`config.mk`:
```
export PLATFORM = sky130hd
export DESIGN_NAME = mult_32bits_seq_flat
export DESIGN_NICKNAME = d
export VERILOG_FILES = /design/src/rtl/mult_32bits_seq_if.sv /design/src/rtl/mult_32bits_seq.sv /design/src/flat_wrapper.sv
export SDC_FILE = /design/constraint.sdc
export NUM_CORES = 1
export LEC_CHECK = 0
export ABC_AREA = 1
export CAP_MARGIN = 40
export CELL_PAD_IN_SITES_DETAIL_PLACEMENT = 0
export CELL_PAD_IN_SITES_GLOBAL_PLACEMENT = 1
export CORE_ASPECT_RATIO = 1.5
export CORE_UTILIZATION = 34
export CTS_CLUSTER_DIAMETER = 120
export DETAILED_ROUTE_END_ITERATION = 12
export GPL_TIMING_DRIVEN = 1
export PLACE_DENSITY = 0.87
export SLEW_MARGIN = 20
export SYNTH_ARGS = -nofsm -noshare
export SYNTH_HDL_FRONTEND = slang
export SYNTH_SLANG_ARGS = --single-unit
export TNS_END_PERCENT = 30
```
`constraint.sdc`:
```
create_clock -name clk -period 1.8 [get_ports clk]
set_clock_uncertainty 0.05 [all_clocks]
set_input_delay 0.54 -clock clk [delete_from_list [all_inputs] [get_ports clk]]
set_output_delay 0.54 -clock clk [all_outputs]
set_load 0.02 [all_outputs]
```
`src/rtl/mult_32bits_seq_if.sv`:
```
// Operand and product handshake bundle for the sequential 32x32 multiplier.
// The slave modport is the multiplier side and the master modport is the requester side.
interface mult_32bits_seq_if;
    logic        in_valid;
    logic        in_ready;
    logic [31:0] a;
    logic [31:0] b;
    logic        out_valid;
    logic        out_ready;
    logic [63:0] p;
    logic        busy;

    modport slave (
        input  in_valid, a, b, out_ready,
        output in_ready, out_valid, p, busy
    );

    modport master (
        output in_valid, a, b, out_ready,
        input  in_ready, out_valid, p, busy
    );
endinterface

```
`src/rtl/mult_32bits_seq.sv`:
```
// Unsigned 32x32->64 shift-add multiplier: one add-and-shift step per clock for 32 clocks,
// built around a single 32-bit ripple adder. Operands and product use valid/ready handshakes.
module mult_32bits_seq (
    input  logic               clk,
    input  logic               rst_n,
    mult_32bits_seq_if.slave   bus_s
);

    typedef enum logic [1:0] {
        IDLE = 2'd0,
        CALC = 2'd1,
        DONE = 2'd2
    } state_t;

    state_t      state_q, state_d;
    logic [31:0] mcand_q, mcand_d;
    logic [31:0] hi_q, hi_d;
    logic [31:0] lo_q, lo_d;
    logic [4:0]  cnt_q, cnt_d;

    logic [31:0] sum;
    logic        co;

    // hi -> adder -> hi is the critical path of the block.
    adder_32bits u_adder (
        .a   (hi_q),
        .b   (mcand_q),
        .ci  (1'b0),
        .sum (sum),
        .co  (co)
    );

    // NOTE: every register is reset, so an abort mid-operation leaves p at zero.
    always_ff @(posedge clk or negedge rst_n) begin
        if (!rst_n) begin
            state_q <= IDLE;
            mcand_q <= '0;
            hi_q    <= '0;
            lo_q    <= '0;
            cnt_q   <= '0;
        end else begin
            // NOTE: non-blocking assignments let all registers sample the same pre-edge values.
            state_q <= state_d;
            mcand_q <= mcand_d;
            hi_q    <= hi_d;
            lo_q    <= lo_d;
            cnt_q   <= cnt_d;
        end
    end

    always_comb begin
        // NOTE: defaults first, so every path assigns every signal and no latch is inferred.
        state_d         = state_q;
        mcand_d         = mcand_q;
        hi_d            = hi_q;
        lo_d            = lo_q;
        cnt_d           = cnt_q;
        bus_s.in_ready  = 1'b0;
        bus_s.out_valid = 1'b0;
        bus_s.busy      = 1'b0;
        bus_s.p         = {hi_q, lo_q};

        case (state_q)
            IDLE: begin
                bus_s.in_ready = 1'b1;
                if (bus_s.in_valid) begin
                    mcand_d = bus_s.a;
                    hi_d    = '0;
                    lo_d    = bus_s.b;
                    cnt_d   = '0;
                    state_d = CALC;
                end
            end
            CALC: begin
                bus_s.busy = 1'b1;
                // Adder carry lands in hi[31]; the consumed multiplier bit falls out of lo[0].
                if (lo_q[0]) begin
                    {hi_d, lo_d} = {co, sum, lo_q[31:1]};
                end else begin
                    {hi_d, lo_d} = {1'b0, hi_q, lo_q[31:1]};
                end
                cnt_d = cnt_q + 5'd1;
                if (cnt_q == 5'd31) begin
                    state_d = DONE;
                end
            end
            DONE: begin
                bus_s.busy      = 1'b1;
                bus_s.out_valid = 1'b1;
                if (bus_s.out_ready) begin
                    state_d = IDLE;
                end
            end
            default: begin
                state_d = IDLE;
            end
        endcase
    end

endmodule

module adder_32bits (
    input  logic [31:0] a,
    input  logic [31:0] b,
    input  logic        ci,
    output logic [31:0] sum,
    output logic        co
);
    assign {co, sum} = {1'b0, a} + {1'b0, b} + {32'd0, ci};
endmodule

```
`src/flat_wrapper.sv`:
```
// flat-port wrapper written by rule: the top's interface ports become plain ports
module mult_32bits_seq_flat 
  (clk, rst_n, bus_s_in_valid, bus_s_a, bus_s_b, bus_s_out_ready, bus_s_in_ready, bus_s_out_valid, bus_s_p, bus_s_busy);
  mult_32bits_seq_if bus_s_i ();
  input  logic clk;
  input  logic rst_n;
  input wire logic [$bits(bus_s_i.in_valid)-1:0] bus_s_in_valid;
  input wire logic [$bits(bus_s_i.a)-1:0] bus_s_a;
  input wire logic [$bits(bus_s_i.b)-1:0] bus_s_b;
  input wire logic [$bits(bus_s_i.out_ready)-1:0] bus_s_out_ready;
  output wire logic [$bits(bus_s_i.in_ready)-1:0] bus_s_in_ready;
  output wire logic [$bits(bus_s_i.out_valid)-1:0] bus_s_out_valid;
  output wire logic [$bits(bus_s_i.p)-1:0] bus_s_p;
  output wire logic [$bits(bus_s_i.busy)-1:0] bus_s_busy;
  assign bus_s_i.in_valid = bus_s_in_valid;
  assign bus_s_i.a = bus_s_a;
  assign bus_s_i.b = bus_s_b;
  assign bus_s_i.out_ready = bus_s_out_ready;
  assign bus_s_in_ready = bus_s_i.in_ready;
  assign bus_s_out_valid = bus_s_i.out_valid;
  assign bus_s_p = bus_s_i.p;
  assign bus_s_busy = bus_s_i.busy;
  mult_32bits_seq u_core (.clk(clk), .rst_n(rst_n), .bus_s(bus_s_i));
endmodule
```
==> impl_metrics.tcl, run 1 <==
set metrics [dict create \
    cp_common_cell "nand2_1" \
    drt_wl_total_um 22780 \
    synth.avg_cell_area_um2 6.973 \
    cellLeakagePower_nw 5.425 \
    synth_edf_count 0 \
    wl_per_cell_um 15.27 \
    die_y_um 176.3 \
    r2r_slack_ps -190 \
    via_per_inst 4.858 \
    port_buffers 134 \
    root_buffer "clkbuf_16" \
    drtPass1Iterations 5 \
    ys_seq_area_frac 0.3741 \
    yosys_warnings 0 \
    grt_pass1_vias 7053 \
    post-route-min-period_ps 1987 \
    finalWorstSetupSlack_ps -187.4 \
    drc_errors 0 \
    tightest_slew_ps 453.0 \
    syn_area_um2 6889 \
    setup.worst_path.start "u_core.hi_q[3]$_DFFE_PN0P_" \
    dr_total_vias 7248 \
    gp_congestion 0.9144 \
    syn-num-nets 1094 \
    netlist_instances 988 \
    diodes 0 \
    post-route-util 0.5424 \
    worst_ep_arrival_time_ps 2190 \
    hold_buffers 0 \
    multi_input_area_um2 4676 \
    rsz0062_at_grt "yes" \
    initial_core_util 0.3482 \
    nNetsFinal 1333 \
    clock_latency_ps 370 \
    violations "negative setup slack" \
    holdCritPathClass "in -> async" \
    crit_path_end_kind "register" \
    layout-area-overhead-vs-synth_pct 55.77 \
    async_reset_ff_frac 1.000 \
    cp_max_fo 4 \
    cts_tree "built" \
    max_freq_mhz 503.2 \
    maxSlewViolCount 0 \
    crit_chain "ha_4 -> nand2_1 -> nand2_1 -> nand2_1 -> nand2_1 -> nand2_1 -> nand3_4 -> nand2_4 -> nand3_1 -> nand2_1 -> nand3_1 -> nand2_1 -> nand2_1" \
    grt_pass1_wl_um 34140 \
    yosys.cell_count.top_type "nand2_1" \
    cp_slowest_cell "dfrtp_1" \
    startpoint_type "register" \
    drv_cap 0 \
    setup_viol 23 \
    synth_ff_type "dfrtp_1" \
    clk_pin_slew_ps 80 \
    status "finished, violations left" \
    grt_overflow 0 \
    total_power_mw 23.25 \
    worstSetupPathType "reg -> reg" \
    synth_seq_cells 103 \
    crit_family "simple AND/OR/NAND/NOR gates" \
    seq_area_um2 2581 \
    path_buf_inv 0 \
    cts.sinks 103 \
    ir_drop_mv 1.207 \
    placedCellCount 1455 \
    ys_types 33 \
    yosys-top-cells-area "dfrtp_1 37%, nand2_1 18%, inv_1 7.7%, ha_1 6.7%, nor2_1 6.0%" \
    power_density_nw_per_um2 2167 \
    tns_ps -2294 \
    grt_usage 0.2079 \
    critPathRequiredTime_ps 2000 \
    coreArea_um2 19790 \
    r2r_start "u_core.hi_q[3]$_DFFE_PN0P_" \
    final_antenna_net_count 0 \
    grt_max_degree 35 \
    maxSlewHeadroom 0.6980 \
    clockBufferDepth 2 \
    yosysTopAreaCellShare 0.3741 \
    cts_buffers 9 \
    timing.final.crit_share 1.104 \
    dieArea_um2 20850 \
    whs_ps 69.35 \
    antenna_found_initial 0 \
    drive_gt1_frac 0.3174 \
    die_w_um 118.2 \
    pin_count 135 \
    synth_top_cell_by_area "dfrtp_1" \
    hold_viol 0 \
    row_count 63 \
    dp_hpwl_um 16210 \
    htreeDepth 3 \
    synthTopCellsByCount "335 x nand2_1, 142 x inv_1, 110 x nor2_1, 103 x dfrtp_1, 48 x nand3_1" \
    fillers 1885 \
    fin_cells 1492 \
    drtIter0Drc 321 \
    slowest_delay_ps 420 \
]
==> per-layer routing <==
metal  routed length [um]  track usage  vias up
li1                     -            -     3588
met1                 8572       0.2214     3444
met2                12500       0.3949      174
met3                 1005      0.03456       42
met4                  699      0.09776        0
met5                    0            0        -
==> sequential cells by signal, summed over array words and instances (netlist names) <==
name and count:
u_core.cnt_q 5, u_core.hi_q 32, u_core.lo_q 32, u_core.mcand_q 32, u_core.state_q 2
==> final timing paths <==
check,endpoint,cells past startpoint
setup / recovery,u_core.hi_q[25]$_DFFE_PN0P_,13
hold / removal,u_core.lo_q[30]$_DFFE_PN0P_,1
setup reg to reg,u_core.hi_q[25]$_DFFE_PN0P_,13
hold reg to reg,u_core.cnt_q[4]$_DFFE_PN0P_,2
max in group asynchronous,u_core.hi_q[24]$_DFFE_PN0P_,2
min in group clk,u_core.cnt_q[4]$_DFFE_PN0P_,2
==> metrics by stage <==
step / setup slack (ps) / instance area (um^2)
after CTS: -179.8 / 9920
after floorplan: -59.57 / 6933
after detailed placement: -246.7 / 9373
final: -187.4 / 10730
after global routing: -250.6 / 10730
after global placement: -232.4 / 9373
==> cells in the final DEF, fill, tap and decap left out, types with 7 or more instances in the layout <==
master | netlist | layout
nand2_1 | 335 | 259
inv_1 | 142 | 130
buf_4 | 1 | 108
dfrtp_1 | 103 | 100
nor2_1 | 110 | 87
clkdlybuf4s50_1 | 0 | 66
nand2_2 | 3 | 52
nand3_1 | 48 | 34
dlygate4sd2_1 | 0 | 33
mux2_2 | 32 | 32
a31oi_1 | 31 | 31
a21oi_1 | 42 | 30
ha_4 | 0 | 29
nand2_4 | 0 | 26
o21ai_1 | 1 | 24
clkbuf_2 | 0 | 21
nor2_2 | 0 | 16
inv_2 | 2 | 13
xor2_1 | 14 | 11
clkbuf_16 | 0 | 11
buf_12 | 0 | 11
a21oi_2 | 0 | 10
o21ai_0 | 33 | 10
nand3_4 | 0 | 9
buf_6 | 0 | 9
nor2_4 | 0 | 7
==> logic make-up (layout without fill, tap and decap cells) <==
| group | count (synthesis) | count (layout) | synth area share |
|---|---|---|---|
| DFF | 103 | 103 | 0.3741 |
| muxes | 32 | 32 | 0.05231 |
| adders and majority gates | 38 | 38 | 0.07010 |
| xor gates and xnor gates | 14 | 14 | 0.01780 |
| buffers and inverters | 174 | 418 | 0.09808 |
| and+or+nand+nor | 512 | 512 | 0.2940 |
| AOI/OAI and AO/OA | 115 | 115 | 0.09354 |
==> final cells by class <==
cell class / count / share of cell area
well taps: 260 / 0.03031
repair buffers: 258 / 0.2143
multi-input cells: 711 / 0.4357
clock buffers: 9 / 0.02099
clock inverters: 7 / 0.007578
inverters: 144 / 0.05060
flip-flops and latches: 103 / 0.2405
==> what timing repair did <==
action | CTS | global route
gates resized for setup | 163 | 242
pin swaps | 4 | 57
buffers inserted | 1 | 18
cloned | 0 | 2
endpoints found under the setup margin | 129 | 95
==> report_power, final <==
group / internal [mW] / switching, mW / total (mW)
combinational: 7.45 / 9.31 / 16.8
sequential: 3.44 / 1.01 / 4.45
clock: 0.997 / 1.05 / 2.05
total: 11.9 / 11.4 / 23.3
Power figures use the tool's default switching activity.
==> inputs of run 2 (changes only) <==
ABC_AREA = not set   (was 1)
CORE_UTILIZATION = 36   (was 34)
CTS_BUF_LIST = sky130_fd_sc_hd__clkbuf_8   (was not set)
SETUP_SLACK_MARGIN = 0.1   (was not set)
==> impl_metrics.tcl, run 2 <==
set metrics [dict create \
    path_buf_inv 0 \
    worst_ep_arrival_time_ps 2750 \
    ir_drop_mv 1.166 \
    initial_core_util 0.3704 \
    yosys.cell_count.top_type "dfrtp_1" \
    crit_chain "ha_4 -> a21oi_1 -> o21ai_0 -> a21oi_1 -> o22a_1 -> a21oi_2 -> a221o_1 -> xnor2_1 -> o21ai_1" \
    via_per_inst 5.419 \
    crit_family "compound AO/OA/AOI/OAI gates" \
    grt_overflow 0 \
    top_regs "u_core.hi_q (32), u_core.lo_q (32), u_core.mcand_q (32)" \
    synth_edf_count 0 \
    synthTopCellsByCount "103 x dfrtp_1, 81 x o21ai_0, 63 x nand2_1, 37 x ha_1, 36 x mux2i_1" \
    root_buffer "clkbuf_8" \
    maxSlewHeadroom 0.7464 \
    syn-num-nets 711 \
    power_density_nw_per_um2 2171 \
    seq_area_um2 2591 \
    final_antenna_net_count 0 \
    violations "negative setup slack" \
    yosys_warnings 0 \
    whs_ps 80.80 \
    layout_commonest_cell "buf_4" \
    critPathRequiredTime_ps 2020 \
    die_w_um 107.6 \
    antenna_found_initial 0 \
    netlist_instances 605 \
    htreeDepth 3 \
    synth_top_cell_by_area "dfrtp_1" \
    multi_input_area_um2 3973 \
    timing.final.crit_share 1.407 \
    synth_ff_type "dfrtp_1" \
    clockBufferDepth 2 \
    max_freq_mhz 394.9 \
    finalWorstSetupSlack_ps -732.4 \
    post-route-min-period_ps 2532 \
    cellLeakagePower_nw 4.527 \
    synth.avg_cell_area_um2 9.956 \
    drv_cap 0 \
    row_count 57 \
    clock_latency_ps 380 \
    clk_pin_slew_ps 100 \
    dp_hpwl_um 13890 \
    hold_buffers 0 \
    grt_pass1_vias 6322 \
    p_switching_mw 9.530 \
    drtPass1Iterations 4 \
    wl_per_cell_um 18.25 \
    port_buffers 134 \
    fillers 1318 \
    grt_pass1_wl_um 30290 \
    grt_usage 0.2224 \
    tightest_slew_ps 376.5 \
    coreArea_um2 16260 \
    status "finished, violations left" \
    setup_viol 30 \
    cp_slowest_cell "dfrtp_1" \
    diodes 0 \
    die_y_um 160.4 \
    async_reset_ff_frac 1.000 \
    holdCritPathClass "in -> async" \
    drc_errors 0 \
    ys_types 57 \
    swShare 0.4386 \
    drt_wl_total_um 20110 \
    cts.sinks 103 \
    intPower_mw 12.20 \
    tns_ps -14300 \
    worstSetupPathType "reg -> reg" \
    yosysTopAreaCellShare 0.4279 \
    layout_common_cells "127 x buf_4, 92 x dfrtp_1, 66 x clkdlybuf4s50_1" \
    rsz0062_at_grt "yes" \
    layout-area-overhead-vs-synth_pct 66.18 \
    syn_area_um2 6023 \
    crit_path_end_kind "register" \
    grt_max_degree 54 \
    drtIter0Drc 199 \
    maxSlewViolCount 0 \
    drive_gt1_frac 0.4777 \
    cp_max_fo 6 \
    ys_seq_area_frac 0.4279 \
    cts_tree "built" \
    pin_count 135 \
    nNetsFinal 997 \
    dieArea_um2 17260 \
    cts_buffers 9 \
    gp_congestion 0.9546 \
    startpoint_type "register" \
    total_power_mw 21.73 \
    yosys-top-cells-area "dfrtp_1 43%, ha_1 7.7%, o21ai_0 6.7%, mux2_2 6.2%, mux2i_1 6.0%" \
    seqPwrFrac 0.205 \
    p_clk_frac 0.073 \
    hold_viol 0 \
    slowest_delay_ps 430 \
    dr_total_vias 5972 \
    synth_seq_cells 103 \
    cp_common_cell "a21oi_1" \
    combPwrFrac 0.722 \
]
[run 2: changes by cell type after synthesis, sizes merged, moves of 10 or more]
cell	before	now
a21o	1	16
nand3	49	4
o21ai	35	89
nor2	110	13
xnor2	0	17
mux2i	0	36
inv	144	14
a21oi	42	32
a22oi	0	22
a31oi	31	3
nand2	338	64
[run 2: final timing paths]
| kind | start | end | slack [ps] | depth (start not counted) |
|---|---|---|---|---|
| max in group asynchronous | rst_n | u_core.hi_q[24]$_DFFE_PN0P_ | 1310 | 2 |
| min in group clk | u_core.lo_q[16]$_DFFE_PN0P_ | u_core.lo_q[16]$_DFFE_PN0P_ | 480 | 2 |
| worst min register to register | u_core.lo_q[16]$_DFFE_PN0P_ | u_core.lo_q[16]$_DFFE_PN0P_ | 480 | 2 |
| worst max-delay path | u_core.mcand_q[12]$_DFFE_PN0P_ | u_core.hi_q[30]$_DFFE_PN0P_ | -730 | 9 |
| worst max register to register | u_core.mcand_q[12]$_DFFE_PN0P_ | u_core.hi_q[30]$_DFFE_PN0P_ | -730 | 9 |
| worst min-delay path | rst_n | u_core.hi_q[11]$_DFFE_PN0P_ | 80 | 2 |
[run 2: cell families after synthesis]
kind of cell	share of synthesized area
buf+inv	0.03220
flops	0.4279
simple gates	0.08683
xor+xnor	0.03926
mux	0.1215
fa+ha+maj	0.08018
compound gates	0.2121
[run 2: area by class of cell]
type / instances / share of cell area
well taps: 206 / 0.02575
inverters: 15 / 0.005625
clock inverters: 7 / 0.008750
repair buffers: 309 / 0.2917
multi-input cells: 453 / 0.3969
clock buffers: 9 / 0.01238
flip-flops and latches: 103 / 0.2589
[run 2: what timing repair did]
action	CTS	global route
gates resized for setup	339	164
cloned	0	9
buffers inserted	14	14
setup endpoints to repair	130	147
pin swaps	22	30
[run 2: stage by stage]
| step | cells | setup WS (ps) | area, um^2 | utilization |
|---|---|---|---|---|
| global placement | 1051 | -679.2 | 8927 | 0.5490 |
| detailed placement | 1051 | -749.6 | 8927 | 0.5490 |
| CTS | 1080 | -654.2 | 9488 | 0.5835 |
| finish | 1102 | -732.4 | 10010 | 0.6156 |
| global route | 1102 | -845.0 | 10010 | 0.6156 |
| floorplan | 605 | -609.3 | 6354 | - |
[run 2: routing by layer]
layer,vias up,routed length (um),part of all wire,track usage
li1,2790,-,-,-
met1,2953,7438,0.37,0.2327
met2,172,11140,0.55,0.4231
met3,57,726,0.036,0.03450
met4,0,806,0.040,0.1040
met5,-,0,0,0
[run 2: power groups by stage]
| stage | clock network, mW | logic, mW | registers, mW |
|---|---|---|---|
| 5_1_grt | 1.72 | 16.8 | 4.58 |
| 3_3_place_gp | 0 | 12.5 | 4.28 |
| 6_report | 1.59 | 15.7 | 4.46 |
| 3_5_place_dp | 0 | 12.9 | 4.37 |
| 2_1_floorplan | 0 | 6.55 | 4.99 |
| 4_1_cts | 1.64 | 13.7 | 4.37 |
==> inputs of run 3 (changes only) <==
CORE_ASPECT_RATIO = not set   (was 1.5)
SKIP_CTS_REPAIR_TIMING = 1   (was not set)
==> impl_metrics.tcl, run 3 (synthesis results as in run 2) <==
set metrics [dict create \
    grt_overflow 0 \
    clock_latency_ps 400 \
    drv_cap 0 \
    port_buffers 134 \
    drtPass1Iterations 4 \
    crit_path_end_kind "register" \
    startpoint_type "register" \
    top_regs "u_core.hi_q (32), u_core.lo_q (32), u_core.mcand_q (32)" \
    r2r-end "u_core.hi_q[23]$_DFFE_PN0P_" \
    post-route-cell-area_um2 9667 \
    pin_count 135 \
    r2r_slack_ps -680 \
    layout_commonest_cell "buf_4" \
    layout_common_cells "120 x buf_4, 109 x clkdlybuf4s50_1, 92 x dfrtp_1" \
    die_y_um 131.4 \
    initial_core_util 0.3738 \
    power_density_nw_per_um2 2091 \
    gp_congestion 0.8939 \
    grt_max_degree 104 \
    drive_gt1_frac 0.3609 \
    critPathRequiredTime_ps 2030 \
    timing.final.crit_share 1.377 \
    setup_viol 107 \
    worst_ep_arrival_time_ps 2710 \
    tns_ps -25150 \
    dpl-instance-area_um2 8892 \
    status "finished, violations left" \
    reg2reg_depth 10 \
    grt_usage 0.2068 \
    layout-area-overhead-vs-synth_pct 60.49 \
    cp_max_fo 4 \
    cts_tree "built" \
    total_power_mw 20.21 \
    clockBufferDepth 2 \
    row_count 46 \
    cellLeakagePower_nw 4.253 \
    htreeDepth 3 \
    finalWorstSetupSlack_ps -679.5 \
    root_buffer "clkbuf_8" \
    drtIter0Drc 335 \
    r2r_start "u_core.hi_q[0]$_DFFE_PN0P_" \
    rsz0062_at_grt "yes" \
    placedCellCount 1053 \
    dp_hpwl_um 13170 \
    dieArea_um2 17250 \
    coreArea_um2 16120 \
    final_antenna_net_count 0 \
    via_per_inst 5.222 \
    grt_pass1_wl_um 28730 \
    post-route-min-period_ps 2479 \
    drt_wl_total_um 17760 \
    die_w_um 131.4 \
    diodes 0 \
    drc_errors 0 \
    hold_viol 0 \
    grt_pass1_vias 5762 \
    cts_buffers 9 \
    fin_cells 1086 \
    antenna_found_initial 0 \
    worstSetupPathType "reg -> reg" \
    violations "negative setup slack" \
    ir_drop_mv 1.103 \
    cts.sinks 103 \
    wl_per_cell_um 16.35 \
    maxSlewHeadroom 0.6347 \
    maxSlewViolCount 0 \
    fillers 1325 \
    nNetsFinal 971 \
    clk_pin_slew_ps 110 \
    tightest_slew_ps 543.7 \
    max_freq_mhz 403.3 \
    holdCritPathClass "in -> async" \
    dr_total_vias 5671 \
]
==> run 3: changes by cell type in the layout (fill, tap and decap cells not counted), sizes merged <==
cell / previous run / this run
buf: 215 / 171
bufinv: 1 / 0
clkbuf: 30 / 11
clkdlybuf4s15: 7 / 0
clkdlybuf4s50: 66 / 109
dlymetal6s2s: 0 / 2
==> run 3: how the worst max path moves through the flow <==
stage	cells past startpoint	slack, ps	startpoint	to
2_1_floorplan	10	-610	u_core.hi_q[0]$_DFFE_PN0P_	u_core.hi_q[21]$_DFFE_PN0P_
3_3_place_gp	10	-660	u_core.hi_q[0]$_DFFE_PN0P_	u_core.hi_q[21]$_DFFE_PN0P_
3_5_place_dp	10	-740	u_core.hi_q[0]$_DFFE_PN0P_	u_core.hi_q[21]$_DFFE_PN0P_
4_1_cts	10	-750	u_core.hi_q[0]$_DFFE_PN0P_	u_core.hi_q[21]$_DFFE_PN0P_
5_1_grt	10	-810	u_core.hi_q[0]$_DFFE_PN0P_	u_core.hi_q[31]$_DFFE_PN0P_
6_report	10	-680	u_core.hi_q[0]$_DFFE_PN0P_	u_core.hi_q[23]$_DFFE_PN0P_
==> run 3: metrics by stage <==
step	util	hold WS (ps)	setup slack (ps)
floorplan	-	194.4	-609.3
global placement	0.5518	433.4	-659.9
detailed placement	0.5518	448.1	-744.5
CTS	0.5642	163.7	-753.1
global route	0.5998	192.8	-811.5
finish	0.5998	149.8	-679.5
==> run 3: critical path, stage by stage, from the launching register on <==
cell and delay, ps:
dfrtp_2 440, ha_4 170, fa_2 390, a211oi_4 310, o21bai_4 110, a32oi_2 200
nand3_2 140, o22ai_4 210, buf_4 140, xor2_1 120, o21ai_0 80
==> run 3: layer usage <==
layer  vias up  track usage  wire length [um]
li1       2733            -                 -
met1      2749       0.2617              7794
met2       172       0.3620              8899
met3        17      0.03704               846
met4         0      0.05362               214
met5         -            0                 0
==> run 3: where the power goes <==
group          internal, mW  total, mW  switching, mW  leakage (nW)
Combinational          7.49       14.4           6.90          2.87
Sequential             3.40       4.34          0.940          1.28
Clock                 0.577       1.49          0.911         0.102
==> run 3: layout make-up <==
cell class,instances,area [um^2],share of cell area
tap,216,270.3,0.02796
clock inverter,6,62.56,0.006472
inverter,15,56.30,0.005824
multi-input combinational,453,3874,0.4007
sequential,103,2591,0.2681
timing repair buffer,283,2675,0.2767
clock buffer,10,137.6,0.01424
